**config.mk**
```make
export PLATFORM = sky130hd
export DESIGN_NAME = ball_engine
export DESIGN_NICKNAME = d
export VERILOG_FILES = /design/src/rtl/ball_engine.sv
export SDC_FILE = /design/constraint.sdc
export NUM_CORES = 1
export LEC_CHECK = 0
export ABC_AREA = 1
export CAP_MARGIN = 20
export CORE_MARGIN = 8
export CORE_UTILIZATION = 40
export CTS_BUF_LIST = sky130_fd_sc_hd__clkbuf_4 sky130_fd_sc_hd__clkbuf_8
export CTS_CLUSTER_DIAMETER = 80
export DETAILED_ROUTE_END_ITERATION = 12
export GPL_TIMING_DRIVEN = 1
export PLACE_DENSITY_LB_ADDON = 0.08
export RECOVER_POWER = 100
export SLEW_MARGIN = 0
export SYNTH_ARGS = -nofsm -noshare
export SYNTH_HDL_FRONTEND = slang
export SYNTH_SLANG_ARGS = --single-unit
```
**constraint.sdc**
```tcl
create_clock -name clk -period 4 [get_ports clk]
set_input_delay 0.8 -clock clk [delete_from_list [all_inputs] [get_ports clk]]
set_output_delay 0.8 -clock clk [all_outputs]
set_load 0.005 [all_outputs]
```
**src/rtl/ball_engine.sv**
```systemverilog
// Pong ball engine: serve sequencing, wall and paddle bounces, speed-up on hits,
// and one-clk score/hit events. Movement advances only on prescaler ticks.
module ball_engine #(
   parameter int SCREEN_W    = 640,
   parameter int SCREEN_H    = 480,
   parameter int BALL_HALF   = 5,
   parameter int PAD_HALF    = 20,
   parameter int LEFT_PAD_X  = 100,
   parameter int RIGHT_PAD_X = 540,
   parameter int TICK_DIV    = 131072,
   parameter int MAX_SPEED   = 4,
   parameter int SERVE_TICKS = 64
) (
   input  logic       clk,
   input  logic       reset_n,
   input  logic [9:0] left_paddle_pos,
   input  logic [9:0] right_paddle_pos,
   input  logic       serve,
   output logic [9:0] ball_x_pos,
   output logic [9:0] ball_y_pos,
   output logic       active,
   output logic [2:0] speed,
   output logic       hit_evt,
   output logic       left_score_evt,
   output logic       right_score_evt
);

   localparam int PW = (TICK_DIV > 1) ? $clog2(TICK_DIV) : 1;
   localparam int SW = $clog2(SERVE_TICKS + 1);

   localparam logic [9:0]         CX   = 10'(SCREEN_W / 2);
   localparam logic [9:0]         CY   = 10'(SCREEN_H / 2);
   localparam logic [10:0]        BH   = 11'(BALL_HALF);
   localparam logic [10:0]        W1   = 11'(SCREEN_W - 1);
   localparam logic [10:0]        H1   = 11'(SCREEN_H - 1);
   localparam logic [10:0]        RPX  = 11'(RIGHT_PAD_X);
   localparam logic [10:0]        LPX  = 11'(LEFT_PAD_X);
   localparam logic signed [10:0] NEAR = 11'(PAD_HALF + BALL_HALF);

   typedef enum logic [1:0] {S_IDLE, S_SERVE_WAIT, S_PLAY, S_SCORED} state_t;

   state_t          state_q, state_d;
   logic [PW-1:0]   presc_q, presc_d;
   logic [SW-1:0]   cnt_q, cnt_d;
   logic [9:0]      x_q, x_d, y_q, y_d;
   logic            dx_q, dx_d, dy_q, dy_d;   // 1 = right / down
   logic [2:0]      speed_q, speed_d;
   logic            hit_q, hit_d, ls_q, ls_d, rs_q, rs_d;

   logic            tick, miss, near_r, near_l;
   logic [10:0]     x11, y11, spd11, nx_r;
   logic signed [10:0] dr, dl;
   logic [9:0]      y_mv;
   logic            dy_mv;
   logic [2:0]      speed_up;

   always_comb begin
      tick     = (presc_q == PW'(TICK_DIV - 1));
      presc_d  = tick ? '0 : presc_q + 1'b1;
      x11      = {1'b0, x_q};
      y11      = {1'b0, y_q};
      spd11    = {8'd0, speed_q};
      nx_r     = x11 + spd11;
      // Signed distance so paddles near row 0 cannot underflow into a false miss.
      dr       = $signed(y11) - $signed({1'b0, right_paddle_pos});
      dl       = $signed(y11) - $signed({1'b0, left_paddle_pos});
      near_r   = (dr <= NEAR) && (dr >= -NEAR);
      near_l   = (dl <= NEAR) && (dl >= -NEAR);
      speed_up = (speed_q >= 3'(MAX_SPEED)) ? 3'(MAX_SPEED) : speed_q + 3'd1;

      y_mv  = y_q;
      dy_mv = dy_q;
      if (dy_q) begin
         if (y11 + 11'd1 + BH >= H1) begin
            y_mv  = 10'(H1 - BH);
            dy_mv = 1'b0;
         end else begin
            y_mv = y_q + 10'd1;
         end
      end else begin
         if (y11 < BH + 11'd1) begin
            y_mv  = 10'(BALL_HALF);
            dy_mv = 1'b1;
         end else begin
            y_mv = y_q - 10'd1;
         end
      end

      state_d = state_q;
      cnt_d   = cnt_q;
      x_d     = x_q;
      y_d     = y_q;
      dx_d    = dx_q;
      dy_d    = dy_q;
      speed_d = speed_q;
      hit_d   = 1'b0;
      ls_d    = 1'b0;
      rs_d    = 1'b0;
      miss    = 1'b0;

      case (state_q)
         S_IDLE: begin
            x_d = CX;
            y_d = CY;
            if (serve) begin
               state_d = S_SERVE_WAIT;
               cnt_d   = '0;
            end
         end
         S_SERVE_WAIT: begin
            if (tick) begin
               if (cnt_q == SW'(SERVE_TICKS - 1)) begin
                  state_d = S_PLAY;
                  speed_d = 3'd1;
                  dy_d    = 1'b1;
               end else begin
                  cnt_d = cnt_q + 1'b1;
               end
            end
         end
         S_PLAY: begin
            if (tick) begin
               // Paddle capture is edge-crossing only, so a ball already past a face is never re-captured.
               if (dx_q) begin
                  if ((x11 + BH < RPX) && (nx_r + BH >= RPX) && near_r) begin
                     x_d     = 10'(RPX - BH - 11'd1);
                     dx_d    = 1'b0;
                     speed_d = speed_up;
                     hit_d   = 1'b1;
                  end else if (nx_r + BH >= W1) begin
                     miss = 1'b1;
                     ls_d = 1'b1;
                  end else begin
                     x_d = x_q + {7'd0, speed_q};
                  end
               end else begin
                  if ((x11 > LPX + BH) && (x11 <= LPX + BH + spd11) && near_l) begin
                     x_d     = 10'(LPX + BH + 11'd1);
                     dx_d    = 1'b1;
                     speed_d = speed_up;
                     hit_d   = 1'b1;
                  end else if (x11 < spd11 + BH + 11'd1) begin
                     miss = 1'b1;
                     rs_d = 1'b1;
                  end else begin
                     x_d = x_q - {7'd0, speed_q};
                  end
               end
               if (miss) begin
                  state_d = S_SCORED;
               end else begin
                  y_d  = y_mv;
                  dy_d = dy_mv;
               end
            end
         end
         S_SCORED: begin
            x_d     = CX;
            y_d     = CY;
            speed_d = 3'd1;
            dx_d    = ~ls_q;
            dy_d    = 1'b1;
            state_d = S_IDLE;
         end
         default: state_d = S_IDLE;
      endcase
   end

   always_ff @(posedge clk or negedge reset_n) begin
      if (!reset_n) begin
         state_q <= S_IDLE;
         presc_q <= '0;
         cnt_q   <= '0;
         x_q     <= CX;
         y_q     <= CY;
         dx_q    <= 1'b1;
         dy_q    <= 1'b1;
         speed_q <= 3'd1;
         hit_q   <= 1'b0;
         ls_q    <= 1'b0;
         rs_q    <= 1'b0;
      end else begin
         state_q <= state_d;
         presc_q <= presc_d;
         cnt_q   <= cnt_d;
         x_q     <= x_d;
         y_q     <= y_d;
         dx_q    <= dx_d;
         dy_q    <= dy_d;
         speed_q <= speed_d;
         hit_q   <= hit_d;
         ls_q    <= ls_d;
         rs_q    <= rs_d;
      end
   end

   assign ball_x_pos      = x_q;
   assign ball_y_pos      = y_q;
   assign active          = (state_q == S_SERVE_WAIT) || (state_q == S_PLAY);
   assign speed           = speed_q;
   assign hit_evt         = hit_q;
   assign left_score_evt  = ls_q;
   assign right_score_evt = rs_q;

endmodule

```
==> summary.txt <==
Run status
  – Outcome: finished with violations
  – Failing checks: capacitance limit, slew limit

Power and ir drop
  – Clock power frac: about 7.4%
  – Sw Share: between 50% and 60%
  – Sw power: 2370 uW
  – Combinational Power Share: around 71%
  – PD cells: ~660 mW/mm^2
  – Max IR drop VDD: 0.000256 V
  – Sequential Power Share: between 20% and 30%
  – Leakage: roughly 0.0035 uW
  – Cell Int Power: a little over 2000 uW

STA
  – Clock skew: between 0.015 and 0.02 ns
  – Slew Limit Fails: 39
  – Fmax: ~290 MHz
  – Final hold violation count: 0
  – Final period util: between 80% and 90%
  – Final setup vio count: 0
  – Slew @ Worst Pin: 2.07 ns
  – Post-Route Setup TNS: 0 ns
  – RSZ-0062 raised after global routing: no
  – Min Tclk post-route: ~3.5 ns
  – Slew headroom: -37.9%

Cells and area
  – Layout cell share with drive strength beyond 1: 3.72%
  – Fill count: around 1600
  – Final layout net count: ~1100
  – Fin cells: 1152
  – P&R area growth vs syn: 12.9%
  – N_diodes: 0

Place
  – Final HPWL DP: ~12000 um
  – RD Place Congestion: between 0.8 and 0.9
  – I/O Buffers: 49
  – Number of placed instances, taps included: roughly 1100

Floorplan
  – Core Box Area: between 0.01 and 0.015 sq mm
  – Die Area: 0.0189 sq mm
  – Starting density of the core: 40.7%
  – Die W: roughly 140 um
  – Core Rows: 44
  – I/O pin total: 50
  – Die Height: 137 um

Yosys
  – Area contributors post-synth: dfrtp_1, nand2_1, ha_1
  – Synth cell types: 50
  – Post-Syn Area: ~0.0059 sq mm
  – Synth Flop Type: dfrtp_1
  – Syn nets: 1003
  – Leading area contributor after synthesis: dfrtp_1
  – Avg Inst Size Synth: between 6 and 7 sq um
  – Top cell type's share of synthesized area: around a fifth
  – Post-synth EDFFs: 0
  – Synth Instances: about 920
  – Ys async rst share: 100%
  – Register area share after synthesis: a little under a quarter
  – Synth warnings: 0
  – Synth Register Bits: 54

Clock tree
  – Post-CTS sizing: 0
  – CTS Buf Count: 5
  – Clk Latency, worst-skew pair: 0.32 ns
  – # Post-CTS Setup Buffers: 0
  – Longest Clk Path Bufs: 2
  – Clk root buf: clkbuf_8
  – CTS HTree Levels: 2
  – CTS Sinks: between 50 and 60
  – CTS clk-pin slew, worst paths: around 0.11 ns
  – TritonCTS clock tree: done
  – # hold bufs at CTS: 0

Setup path
  – Most used cell, CP: nand2_1
  – WP data required: 4.24 ns
  – Critical setup path kind: reg -> reg
  – Worst Path Buf+Inv: 3
  – Top delay family on crit path: simple AND/OR/NAND/NOR gates
  – Worst path cell trace: clkbuf_1 > ha_1 > inv_1 > fa_1 > nand3_1 > nand2_1 > nand2_1 > nand2_1 > nand2_1 > nor2_1 > nand3_1 > a21oi_2 > nand3_1 > nand3_2 > nand3_4 > buf_12 > o21ai_0
  – Startpoint type of the worst setup path: register
  – Critical path's slowest cell: fa_1
  – CP Max Fanout: 19
  – Worst EP arrival: between 3 and 4 ns
  – Crit. End Element: register
  – Slowest stage delay, CP: 0.50 ns

Detailed routing
  – Final WL: 15600 um
  – Max layer used: met4
  – DR iter-0 viols: 320
  – WL met2: 6910 um
  – DRT met1 WL: 7830 um
  – Drc violations: 0
  – DR WL/cell: 13.5 um
  – TritonRoute pass-1 iters: 5
  – Vias per Instance: between 4 and 5
  – Routed wl met3: about 740 um
  – Vias: 5691
  – ANT nets after route: 0

Global route
  – Tot GR Track Use: between 10% and 20%
  – Grt ovf: 0
  – Pin count of the biggest net entering global routing: 39
  – Initial antenna violation count: 0
  – First-pass GRT wire length: between 20000 and 30000 um
  – Vias in the first global route: roughly 5200

Hold path
  – Hold Path Class: reg -> reg

Run
  – Max Cap Viol: 1
layer usage:
layer  vias to the layer above  GRT usage [%]
met5                         -              0
met4                         0           2.78
met3                        11           2.15
met2                       111           27.1
met1                      2553           23.7
li1                       3016              -
kinds of logic (layout without fill, tap and decap cells):
group,Yosys count,in the layout,synth area share [%]
AND/OR/NAND/NOR,506,506,36.7
AO/OA/AOI/OAI,95,95,10.0
flip-flops,54,54,23.1
buffers and inverters,169,220,11.4
adder cells (fa/ha/maj),63,63,14.3
XOR/XNOR,30,30,4.46
power groups by stage:
| stage | Clock (uW) | Sequential, uW | Combinational (uW) |
|---|---|---|---|
| after floorplan | 0 | 864 | 2400 |
| after global placement | 0 | 987 | 3200 |
| after detailed placement | 0 | 979 | 3210 |
| after CTS | 340 | 970 | 3230 |
| after global routing | 365 | 986 | 3580 |
| final | 329 | 960 | 3120 |
flip-flops by register name, summed over array words and instances, names as in the netlist:
register / count
dy_q: 1
right_score_evt: 1
ball_x_pos: 10
ball_y_pos: 10
state_q: 2
cnt_q: 7
presc_q: 17
hit_evt: 1
speed: 3
left_score_evt: 1
dx_q: 1
layout by cell type, fill, tap and decap left out, types with 2 or more instances in the layout:
| master | n |
|---|---|
| o21bai_1 | 4 |
| o21a_1 | 2 |
| nor2_1 | 100 |
| xor2_1 | 24 |
| nand3b_1 | 6 |
| inv_2 | 5 |
| nor3b_1 | 4 |
| clkbuf_1 | 10 |
| nand3_1 | 86 |
| dfstp_2 | 3 |
| dlygate4sd3_1 | 14 |
| clkbuf_8 | 5 |
| a21oi_1 | 31 |
| a211oi_1 | 2 |
| dfstp_1 | 6 |
| a21oi_2 | 2 |
| ha_1 | 56 |
| and2_1 | 2 |
| fa_1 | 7 |
| xnor2_1 | 6 |
| o21ai_0 | 32 |
| o21ai_2 | 3 |
| nand4_1 | 16 |
| nand2_1 | 267 |
| clkdlybuf4s50_1 | 34 |
| nor3_1 | 16 |
| dfrtp_1 | 45 |
| or2_2 | 2 |
| buf_4 | 6 |
| a31oi_1 | 3 |
| o211ai_1 | 3 |
| o31ai_1 | 3 |
| inv_1 | 141 |
synthesized netlist by cell type (2+ instances only):
cell,instances
nand3_2,2
or2_2,2
nand2_1,267
xor2_1,24
and2_1,2
a21oi_1,31
dfrtp_1,45
nand4_1,16
o31ai_1,3
nor3_1,16
o21ai_2,9
o21a_1,2
o21bai_1,4
nand3b_1,6
nor2_1,100
a21oi_2,2
nand3_1,85
o211ai_1,3
clkbuf_1,14
a31oi_1,3
buf_2,2
fa_1,7
ha_1,56
o21ai_1,3
buf_4,3
xnor2_1,6
dfstp_2,9
inv_2,5
a211oi_1,2
nor3b_1,4
buf_6,3
inv_1,141
o21ai_0,23
final timing paths:
check,endpoint,slack (ns),start,cells past startpoint
worst max-delay path,ball_x_pos[5],0.52,ball_x_pos[1],17
worst min-delay path,presc_q[0],0.47,presc_q[0],1
worst max register to register,ball_x_pos[5],0.52,ball_x_pos[1],17
worst min register to register,presc_q[0],0.47,presc_q[0],1
max in group asynchronous,cnt_q[0],1.26,reset_n,2
min in group asynchronous,ball_y_pos[3],1.04,reset_n,1
through the flow:
stage | instance area (sq um) | worst slack [ns] | utilization [%] | hold WS (ns) | total power (uW)
after floorplan | 5890 | 0.942 | - | 0.433 | 3270
after global placement | 6620 | 0.409 | 45.7 | 0.459 | 4190
final | 6650 | 0.517 | 45.9 | 0.472 | 4410
after global routing | 6650 | 0.161 | 45.9 | 0.483 | 4930
after CTS | 6710 | 0.549 | 46.4 | 0.479 | 4540
after detailed placement | 6620 | 0.358 | 45.7 | 0.465 | 4190
worst reg2reg max path, cell delays in order, from the launching register on:
cell,delay [ns]
dfrtp_1,0.38
clkbuf_1,0.36
ha_1,0.31
inv_1,0.07
fa_1,0.50
nand3_1,0.09
nand2_1,0.16
nand2_1,0.09
nand2_1,0.07
nand2_1,0.05
nor2_1,0.08
nand3_1,0.10
a21oi_2,0.23
nand3_1,0.17
nand3_2,0.14
nand3_4,0.20
buf_12,0.23
o21ai_0,0.18
layout make-up:
type	instances	area, sq um	area share [%]
clock buffer	6	76.3	1.15
clock inverter	2	16.3	0.245
inverter	147	552	8.30
multi-input combinational	694	3830	57.6
sequential	54	1360	20.5
tap	184	230	3.46
timing repair buffer	65	583	8.77
No activity file was read; power rests on OpenSTA's default activity.
